==> src/rtl/cpu_pkg.sv <==
// cpu_pkg
// Shared definitions for the 9-bit CPU fetch stage.
//   PC_W    : program counter / branch-target width, shared with the
//             instruction ROM and the branch-target LUT
//   state_t : run/halt state of the PC sequencer
package cpu_pkg;

    localparam int PC_W = 12;

    typedef enum logic [1:0] {
        IDLE = 2'd0,
        RUN  = 2'd1,
        HALT = 2'd2
    } state_t;

endpackage : cpu_pkg

==> src/rtl/pc_next_calc.sv <==
// pc_next_calc
// Combinational next-PC selection for a non-stalled RUN cycle.
// Ports:
//   prog_ctr     in  [D-1:0]  current PC
//   target       in  [D-1:0]  branch-target LUT word (signed when relative)
//   branch_taken in  1        decoded branch with a true condition
//   branch_abs   in  1        1 = absolute target, 0 = PC-relative offset
//   next_pc      out [D-1:0]  PC to load if the cycle is not stalled
module pc_next_calc
    import cpu_pkg::*;
#(
    parameter int D = PC_W
) (
    input  logic [D-1:0] prog_ctr,
    input  logic [D-1:0] target,
    input  logic         branch_taken,
    input  logic         branch_abs,
    output logic [D-1:0] next_pc
);

    localparam logic [D-1:0] ONE = {{(D-1){1'b0}}, 1'b1};

    // A relative target is a signed D-bit offset. Because the sum is kept
    // modulo 2^D, a plain D-bit add of the two's complement word gives the
    // same result as sign-extending and truncating, so no wider adder is
    // needed and wrap-around in either direction is silent.
    always_comb begin
        next_pc = prog_ctr + ONE;
        if (branch_taken) begin
            if (branch_abs) begin
                next_pc = target;
            end else begin
                next_pc = prog_ctr + target;
            end
        end
    end

endmodule : pc_next_calc

==> src/rtl/pc_sequencer.sv <==
// pc_sequencer
// Program-counter sequencer for the CPU fetch stage: owns the PC register,
// the IDLE/RUN/HALT state machine and a saturating retired-instruction count.
// Ports:
//   Clk          in   1     clock, rising edge
//   Reset        in   1     synchronous, active-high
//   start        in   1     launch program from PC 0 (IDLE/HALT only)
//   halt_req     in   1     decoded halt at current PC
//   stall        in   1     fetch not ready, hold PC this cycle
//   branch_taken in   1     decoded branch with a true condition
//   branch_abs   in   1     1 = absolute target, 0 = relative offset
//   target       in   D     branch-target LUT word
//   prog_ctr     out  D     current PC, registered
//   fetch_en     out  1     instruction at prog_ctr consumed this cycle
//   running      out  1     state == RUN
//   done         out  1     state == HALT
//   instr_cnt    out  CW    retired instruction count, registered
module pc_sequencer
    import cpu_pkg::*;
#(
    parameter int D  = PC_W,
    parameter int CW = 16
) (
    input  logic          Clk,
    input  logic          Reset,
    input  logic          start,
    input  logic          halt_req,
    input  logic          stall,
    input  logic          branch_taken,
    input  logic          branch_abs,
    input  logic [D-1:0]  target,
    output logic [D-1:0]  prog_ctr,
    output logic          fetch_en,
    output logic          running,
    output logic          done,
    output logic [CW-1:0] instr_cnt
);

    localparam logic [CW-1:0] CNT_ONE = {{(CW-1){1'b0}}, 1'b1};
    localparam logic [CW-1:0] CNT_MAX = '1;

    state_t        state_q, state_d;
    logic [D-1:0]  pc_d;
    logic [CW-1:0] cnt_d;
    logic [CW-1:0] cnt_inc;
    logic [D-1:0]  calc_pc;

    pc_next_calc #(.D(D)) u_next (
        .prog_ctr     (prog_ctr),
        .target       (target),
        .branch_taken (branch_taken),
        .branch_abs   (branch_abs),
        .next_pc      (calc_pc)
    );

    // Retired count saturates rather than wrapping.
    assign cnt_inc = (instr_cnt == CNT_MAX) ? instr_cnt : instr_cnt + CNT_ONE;

    // Next-state, next-PC and next-count selection. A stall outranks a halt
    // in practice: the halt is simply not seen that cycle and the decoder
    // presents it again, so stall is tested first.
    always_comb begin
        state_d = state_q;
        pc_d    = prog_ctr;
        cnt_d   = instr_cnt;
        unique case (state_q)
            IDLE, HALT: begin
                if (start) begin
                    state_d = RUN;
                    pc_d    = '0;
                    cnt_d   = '0;
                end
            end
            RUN: begin
                if (!stall) begin
                    cnt_d = cnt_inc;
                    if (halt_req) begin
                        state_d = HALT;
                    end else begin
                        pc_d = calc_pc;
                    end
                end
            end
            default: begin
                state_d = IDLE;
                pc_d    = '0;
                cnt_d   = '0;
            end
        endcase
    end

    // State, PC and counter registers; reset wins over everything.
    always_ff @(posedge Clk) begin
        if (Reset) begin
            state_q   <= IDLE;
            prog_ctr  <= '0;
            instr_cnt <= '0;
        end else begin
            state_q   <= state_d;
            prog_ctr  <= pc_d;
            instr_cnt <= cnt_d;
        end
    end

    assign running  = (state_q == RUN);
    assign done     = (state_q == HALT);
    assign fetch_en = running & ~stall;

endmodule : pc_sequencer
==> config.mk <==
export PLATFORM = sky130hd
export DESIGN_NAME = pc_sequencer
export DESIGN_NICKNAME = d
export VERILOG_FILES = /design/src/rtl/cpu_pkg.sv /design/src/rtl/pc_next_calc.sv /design/src/rtl/pc_sequencer.sv
export SDC_FILE = /design/constraint.sdc
export NUM_CORES = 1
export LEC_CHECK = 0
export CORE_MARGIN = 1.5
export CORE_UTILIZATION = 55
export CTS_CLUSTER_SIZE = 25
export DETAILED_ROUTE_END_ITERATION = 6
export PLACE_DENSITY = 0.86
export SLEW_MARGIN = 40
export SYNTH_ARGS = -nofsm -noshare
export SYNTH_HDL_FRONTEND = slang
export SYNTH_SLANG_ARGS = --single-unit
==> constraint.sdc <==
create_clock -name Clk -period 4.6 [get_ports Clk]
set_clock_uncertainty 0.15 [all_clocks]
set_input_delay 0.46 -clock Clk [delete_from_list [all_inputs] [get_ports Clk]]
set_output_delay 0.46 -clock Clk [all_outputs]
set_load 0.01 [all_outputs]
[Word-level counts from Yosys, hierarchy flattened]
Cells that the tools add are included.
Cells by class
  multiplexer cells: 14
  reduce and logical (&&, ||, !) cells: 5
  equal/unequal tests: 8
  bitwise gates (word level): 2
  add/sub/neg operators: 3
Operators by type and width (number)
  two-way mux 12 bit: 5
  two-way mux 16 bit: 3
  case mux 16 bit (2 select lines): 1
  case mux 12 bit (2 select lines): 1
  adder 16 x 1 -> 16 bit, second input constant: 1
  == test 16 bit, second input constant: 1
  adder 12 x 1 -> 12 bit, second input constant: 1
  adder 12 bit: 1
  inequality test 2 bit, second input constant: 5
  AND reduction 3 bit: 3
  two-way mux 2 bit: 3
  case mux 2 bit (2 select lines): 1
  == test 2 x 1 -> 1 bit, second input constant: 1
  == test 2 bit, second input constant: 1
  zero test 2 bit: 1
  OR reduction 2 bit: 1
  bitwise AND 1 bit: 1
  inverter 1 bit: 1
Storage, ports and cells
  output and inout port bits: 31
  input port bits: 19
  flip-flop bits (word level): 30
  word-level logic and storage cells: 35

[Depth between registers and ports, before layout]
Gate-level depths: netlist (run 1).
  depth after elaboration: 6
  mapped depth: 8
  depth with buffers taken out: 8

[Modules after synthesis]
From an unflattened synthesis (run 1), not the netlist that was laid out.
Second synthesis, totals
  cells, all modules: 296
  area total of the unflattened synthesis: 2453.6 um2
Modules (own cells, without submodules)
  pc_sequencer: cells each 158, seq. area each 600.6 um2, instances 1, area an instance 1441.4 um2
  pc_next_calc: cells each 138, seq. area each 0.0 um2, instances 1, area an instance 1012.2 um2

[Worst setup path before layout (run 1)]
OpenSTA, ideal clock, no wires.
  kind: in2reg
  from: input target[0]
  to: register prog_ctr[10]
  setup slack: 2.090 ns
  library setup time: 0.079 ns
  path buffers: 0
  data required time: 4.371 ns
  arrival time: 2.281 ns
  stages on the path: 8
  cells stage by stage: ha_1 -> fa_1 -> a21o_1 -> a21oi_1 -> nor2_1 -> or4_1 -> a21o_1 -> a22oi_1
On the way
  word-level cells in the longest chain between the ends: 6
Ends and longest elaborated chain
  start: declaration: RTL line pc_sequencer.sv:31  | input logic [D-1:0] target,
  adder 12 bit: RTL line pc_next_calc.sv:33  | next_pc = prog_ctr + target;
  two-way mux 12 bit: RTL line pc_next_calc.sv:30  | if (branch_abs) begin
  two-way mux 12 bit: RTL line pc_next_calc.sv:29  | if (branch_taken) begin
  two-way mux 12 bit: RTL line pc_sequencer.sv:77  | if (halt_req) begin
  two-way mux 12 bit: RTL line pc_sequencer.sv:75  | if (!stall) begin
  case mux 12 bit (2 select lines): RTL line pc_sequencer.sv:66  | unique case (state_q)
  end signal: assignment: RTL line pc_sequencer.sv:100  | prog_ctr <= pc_d;
  end: declaration: RTL line pc_sequencer.sv:32  | output logic [D-1:0] prog_ctr,
Every way passes these cells. The select of a mux whose other input is x is not followed.
A chain may end at the register's enable or synchronous reset.

[Final worst setup path (run 1)]
Ends and elaborated chain as after synthesis.

==> impl_metrics.ini, run 1 <==
[status]
status = complete, no violations

[power]
combPwrFrac_pct = 17.0
p_per_area_nw_per_um2 = 221.8
switching_share_pct = 26.02
p_leak_nw = 1.047
vdd_ir_drop_max_v = 0.0002155
p_clk_share_pct = 39.8
netSwitchingPower_uw = 163.6
p_seq_share_pct = 43.2
p_int_uw = 465.1

[placed_design]
place_ws_ns = 1.499
dp_hpwl_mm = 4.163
io_buffers = 49
gp_congestion = 0.9021

[yosys]
synthDistinctLibCells = 56
synth.area.top_cells = dfxtp_1, ha_1, nor2_1, a21oi_1, o21ai_0
synth_common_cells = nor2_1, dfxtp_1, nand2_1
ys_seq_area_share_pct = 27.01
syn-cell-area_um2 = 2223
syn_nets = 316
syn_area_per_cell_um2 = 7.856
synth_seq_cells = 30
synth.top_cell.area_share_pct = 27.01
synth_ff_type = dfxtp_1
synth-async-reset-ratio_pct = 0
synth_edf_count = 0
synth_top_area_cell = dfxtp_1
synth_warnings = 0
syn_inst = 283
yosysMostFrequentCell = nor2_1

[sta]
finalWorstSetupSlack_ns = 1.793
period_share_pct = 61.01
setup_tns_ns = 0
min_period_ns = 2.807
hold_viol = 0
slew_headroom_pct = 53.21
setup_viol = 0
rsz0062_at_grt = no
timing.final.max_slew_violations = 0
tightest_slew_ns = 0.6993
fmax_mhz = 356.3

[global_route]
met2_usage_pct = 44.13
grt_pass1_wl_mm = 9.335
overflow = 0
grt_pass1_vias = 2121
use_met1_pct = 36.25
antenna_found_initial = 0
grt.total_usage_pct = 27.27
top_usage_layer = met2
grt_max_degree = 29
met3_usage_pct = 5.912

[cells_and_area]
finish.net_count = 363
num_antenna_cells = 0
areaGrowthSynthToFinish_pct = 27.46
fillers = 309
drive_above_1_share_pct = 6.647
multi_input_area_um2 = 1548
register_area_um2 = 600.6

[drt]
detail-route-antenna-nets = 0
vias_per_cell = 6.198
drt_iter0_markers = 121
firstDrtPassIters = 4
via_count = 2349
routed_wl_mm = 5.632
wl_per_cell_um = 14.86
drc_errors = 0

[floorplan]
core_um2 = 3771
ios = 50
die_w_um = 66.58
rows = 22
start_util_pct = 58.96
die_y_um = 66.58
die-area_um2 = 4433

[critical_path]
cpPeakStageDelay_ns = 0.48
slowest_stage = or4_1
endpoint_kind = register
crit_fanout = 3
path_cells = clkdlybuf4s50_1, ha_1, fa_1, a21o_1, a21oi_1, nor2_1, or4_1, a21o_1, a22oi_1
worstPathRequired_ns = 4.66
cp_top_family = compound AO/OA/AOI/OAI gates
path_class = primary input to register
worst-path-buf-inv = 1
path_common_cell = a21o_1
start_kind = primary input
crit_arrival_ns = 2.87

[clock_network]
tritoncts = done
postCtsResizedCells = 0
cts_made_buffers = 5
root_buffer = clkbuf_8
hold_buffers = 0
cts.path.max_buffers = 2
cts_sinks = 30
clk_pin_slew_ns = 0.06
post_cts_buffers = 0
htreeDepth = 2
clk_latency_ns = 0.28

[hold_path]
hp-class = register to register

[flow_run]
max_cap_viol_count = 0
-- final timing paths --
| kind | slack [ns] | cells past startpoint | to | start |
|---|---|---|---|---|
| setup / recovery | 1.79 | 9 | prog_ctr[10]$_SDFFE_PP0P_ | target[0] |
| hold / removal | 0.36 | 2 | state_q[1]$_SDFFE_PP0P_ | state_q[1]$_SDFFE_PP0P_ |
| hold reg to reg | 0.36 | 2 | state_q[1]$_SDFFE_PP0P_ | state_q[1]$_SDFFE_PP0P_ |
| setup reg to reg | 2.01 | 8 | prog_ctr[10]$_SDFFE_PP0P_ | prog_ctr[0]$_SDFFE_PP0P_ |
-- layer usage --
metal / vias to the layer above / part of all wire (%) / wire length [µm]
met5: - / 0 / 0
met4: 0 / 1.2 / 70
met3: 10 / 7.2 / 408
met2: 86 / 45 / 2560
met1: 1110 / 46 / 2593
li1: 1143 / - / -
-- stage by stage --
step	power [mW]	hold WS [ns]	instance area, µm²	utilization, %	std cells
after floorplan	0.3424	0.3134	2223	-	283
after global placement	0.3810	0.3345	2729	72.36	371
after detailed placement	0.3823	0.3380	2724	72.23	371
after CTS	0.6292	0.3595	2834	75.15	379
after global routing	0.6534	0.3917	2834	75.15	379
final	0.6287	0.3553	2834	75.15	379
-- logic make-up (layout without fill, tap and decap cells) --
kind of cell / Yosys count / in the layout / synth area share [%]
xor+xnor: 20 / 20 / 7.879
compound gates: 79 / 79 / 24.42
fa+ha+maj: 14 / 14 / 8.216
mux: 4 / 4 / 1.857
flops: 30 / 30 / 27.01
simple gates: 119 / 119 / 27.24
buf+inv: 17 / 65 / 3.377
-- tightest hold or removal path, cell delays in order, from the launching register on --
cell and delay [ns]:
dfxtp_1 0.32, inv_1 0.07, a211oi_1 0.06
-- cells in the final DEF, fill, tap and decap left out, types with 7 or more instances in the layout --
cell type,instances
o21ai_0,20
nand3_1,12
nand2_1,22
ha_1,13
xor2_1,11
clkbuf_8,8
xnor2_1,9
nor2_1,35
nand4_1,11
dfxtp_1,30
a21oi_1,20
inv_1,7
clkdlybuf4s50_1,48
nor3_1,12
-- layout make-up --
class	count	area share [%]
flip-flops and latches	30	21.19
repair buffers	49	17.13
multi-input cells	236	54.61
clock buffers	8	3.885
inverters	8	1.060
well taps	48	2.119
-- registers in the layout, indices dropped and copies added (netlist names) --
name and cells:
instr_cnt 16, prog_ctr 12, state_q 2
-- power by group through the flow --
| stage | Combinational, mW | Clock (mW) | Sequential, mW |
|---|---|---|---|
| floorplan | 0.0655 | 0 | 0.277 |
| global placement | 0.104 | 0 | 0.277 |
| detailed placement | 0.105 | 0 | 0.277 |
| CTS | 0.107 | 0.251 | 0.271 |
| global route | 0.118 | 0.263 | 0.272 |
| finish | 0.107 | 0.250 | 0.271 |
Power figures use the tool's default switching activity.
==> run 2, diff against run 1 <==
Settings changed: CORE_UTILIZATION 55 to 46, PLACE_DENSITY 0.86 to 0.77.
Clock period 4.6 ns to 2.45 ns, I/O delays scaled along.
==> impl_metrics.ini, run 2 (synthesis results as in run 1) <==
[cells_and_area]
multi_input_area_um2 = 1620
top_register = instr_cnt
finish.net_count = 395
largest_reg_flops = 16
num_antenna_cells = 0
final_common_cell = clkdlybuf4s50_1
register_area_um2 = 600.6
areaGrowthSynthToFinish_pct = 41.36
fillers = 397
largestRegisters = instr_cnt: 16 flops, prog_ctr: 12 flops, state_q: 2 flops
drive_above_1_share_pct = 16.53
layout_common_cells = clkdlybuf4s50_1, nor2_1, buf_4, dfxtp_1, nand2_1

[clock_network]
root_buffer = clkbuf_8
htreeDepth = 2
cts.path.max_buffers = 2
cts_sinks = 30
tritoncts = done
clk_pin_slew_ns = 0.07
cts_made_buffers = 5
clk_latency_ns = 0.29

[global_route]
overflow = 0
use_met1_pct = 31.45
grt_pass1_vias = 2133
grt.total_usage_pct = 23.53
grt_max_degree = 17
antenna_found_initial = 0
top_usage_layer = met2
met2_usage_pct = 37.21
grt_pass1_wl_mm = 9.756
met3_usage_pct = 5.833

[sta]
fmax_mhz = 418.1
setup_viol = 0
finalWorstSetupSlack_ns = 0.05805
whs_ns = 0.3510
timing.final.max_slew_violations = 0
tightest_slew_ns = 0.5318
min_period_ns = 2.392
hold_viol = 0
slew_headroom_pct = 64.48
period_share_pct = 97.63

[hold_path]
min-delay-start = state_q[1]$_SDFFE_PP0P_
holdPathEnd = state_q[1]$_SDFFE_PP0P_
worstHoldPathCells = 2
hp-class = register to register

[power]
vdd_ir_drop_max_v = 0.0002459
p_per_area_nw_per_um2 = 370.3
p_seq_share_pct = 43.6
switching_share_pct = 27.71
netSwitchingPower_uw = 322.6
p_int_uw = 841.3
totalPowerFinal_mw = 1.164
p_clk_share_pct = 35.9
combPwrFrac_pct = 20.6
p_leak_nw = 1.212

[floorplan]
die_y_um = 72.52
ios = 50
die-area_um2 = 5259
core_um2 = 4692
die_w_um = 72.52
rows = 25
start_util_pct = 47.39

[drt]
wl_per_cell_um = 14.99
detail-route-antenna-nets = 0
drt_iter0_markers = 94
vias_per_cell = 5.763
routed_wl_mm = 6.251
drc_errors = 0
via_count = 2403
firstDrtPassIters = 4

[placed_design]
dp_hpwl_mm = 4.568
gp_congestion = 0.8733
io_buffers = 49
place_ws_ns = -0.3680

[critical_path]
r2r_end = prog_ctr[11]$_SDFFE_PP0P_
timing.rr.start = prog_ctr[1]$_SDFFE_PP0P_
crit_arrival_ns = 2.44
worst-path-buf-inv = 1
path_cells = clkdlybuf4s50_1, ha_2, fa_2, a21o_1, a21oi_2, nor2_1, or4_1, a21o_1, a22oi_1
slowest_stage = or4_1
path_class = primary input to register
endpoint_kind = register
path_common_cell = a21o_1
reg2regPathDepth = 7
worstPathRequired_ns = 2.50
start_kind = primary input
crit_fanout = 2
cpPeakStageDelay_ns = 0.47
cp_top_family = compound AO/OA/AOI/OAI gates
rrSetupSlack_ns = 0.13

[status]
status = complete, no violations

[flow_run]
max_cap_viol_count = 0
## run 2: cell count changes in the layout (fill, tap and decap cells not counted), moves of 2 or more
cell | before | now
ha_1 | 13 | 9
clkbuf_8 | 8 | 6
a21oi_2 | 0 | 2
a21oi_1 | 20 | 18
ha_4 | 0 | 3
buf_4 | 0 | 32
## run 2: power groups by stage
stage	Combinational [mW]	Clock [mW]	Sequential, mW
after floorplan	0.123	0	0.520
after CTS	0.228	0.428	0.506
after detailed placement	0.226	0	0.517
after global placement	0.222	0	0.517
final	0.239	0.418	0.507
after global routing	0.260	0.445	0.508
## run 2: worst max-delay path by stage
stage                     cells after the start                        end  slack [ns]                startpoint
after floorplan                               8  prog_ctr[10]$_SDFFE_PP0P_        0.01  prog_ctr[0]$_SDFFE_PP0P_
after global placement                        9  prog_ctr[10]$_SDFFE_PP0P_       -0.26                 target[0]
after detailed placement                      9  prog_ctr[10]$_SDFFE_PP0P_       -0.37                 target[0]
after CTS                                     8  prog_ctr[11]$_SDFFE_PP0P_        0.02                 target[1]
after global routing                          9  prog_ctr[10]$_SDFFE_PP0P_      -0.002                 target[0]
final                                         9  prog_ctr[10]$_SDFFE_PP0P_        0.06                 target[0]
## run 2: through the flow
stage | TNS (ns) | area, µm² | utilization [%] | instances
global route | -0.001950 | 3143 | 66.99 | 417
detailed placement | -1.398 | 2962 | 63.12 | 407
floorplan | 0 | 2223 | - | 283
global placement | -0.9507 | 2962 | 63.12 | 407
CTS | 0 | 3059 | 65.20 | 415
finish | 0 | 3143 | 66.99 | 417
## run 2: final cells by class
class / count / share of cell area (%)
clock buffer: 7 / 2.747
clock inverter: 1 / 0.1592
multi-input combinational: 236 / 51.55
inverter: 8 / 0.9554
sequential: 30 / 19.11
tap: 54 / 2.150
timing repair buffer: 81 / 23.33
## run 2: routing by layer
metal / vias up / wire [µm]
met5: - / 0
met1: 1098 / 2900
li1: 1205 / -
met3: 12 / 394
met4: 0 / 87
met2: 88 / 2869
## run 2: repair_timing
action,4_1_cts,5_1_grt
hold buffers,0,0
gates resized for setup,2,10
setup buffers,0,2
endpoints found under the setup margin,1,3
pin swaps,0,2
## run 2: worst reg2reg max path, delay by kind of cell, from the launching register on
| kind | cells | cell delay [ns] |
|---|---|---|
| compound gates | 5 | 1.20 |
| flops | 1 | 0.44 |
| fa+ha+maj | 1 | 0.25 |
| simple gates | 1 | 0.20 |
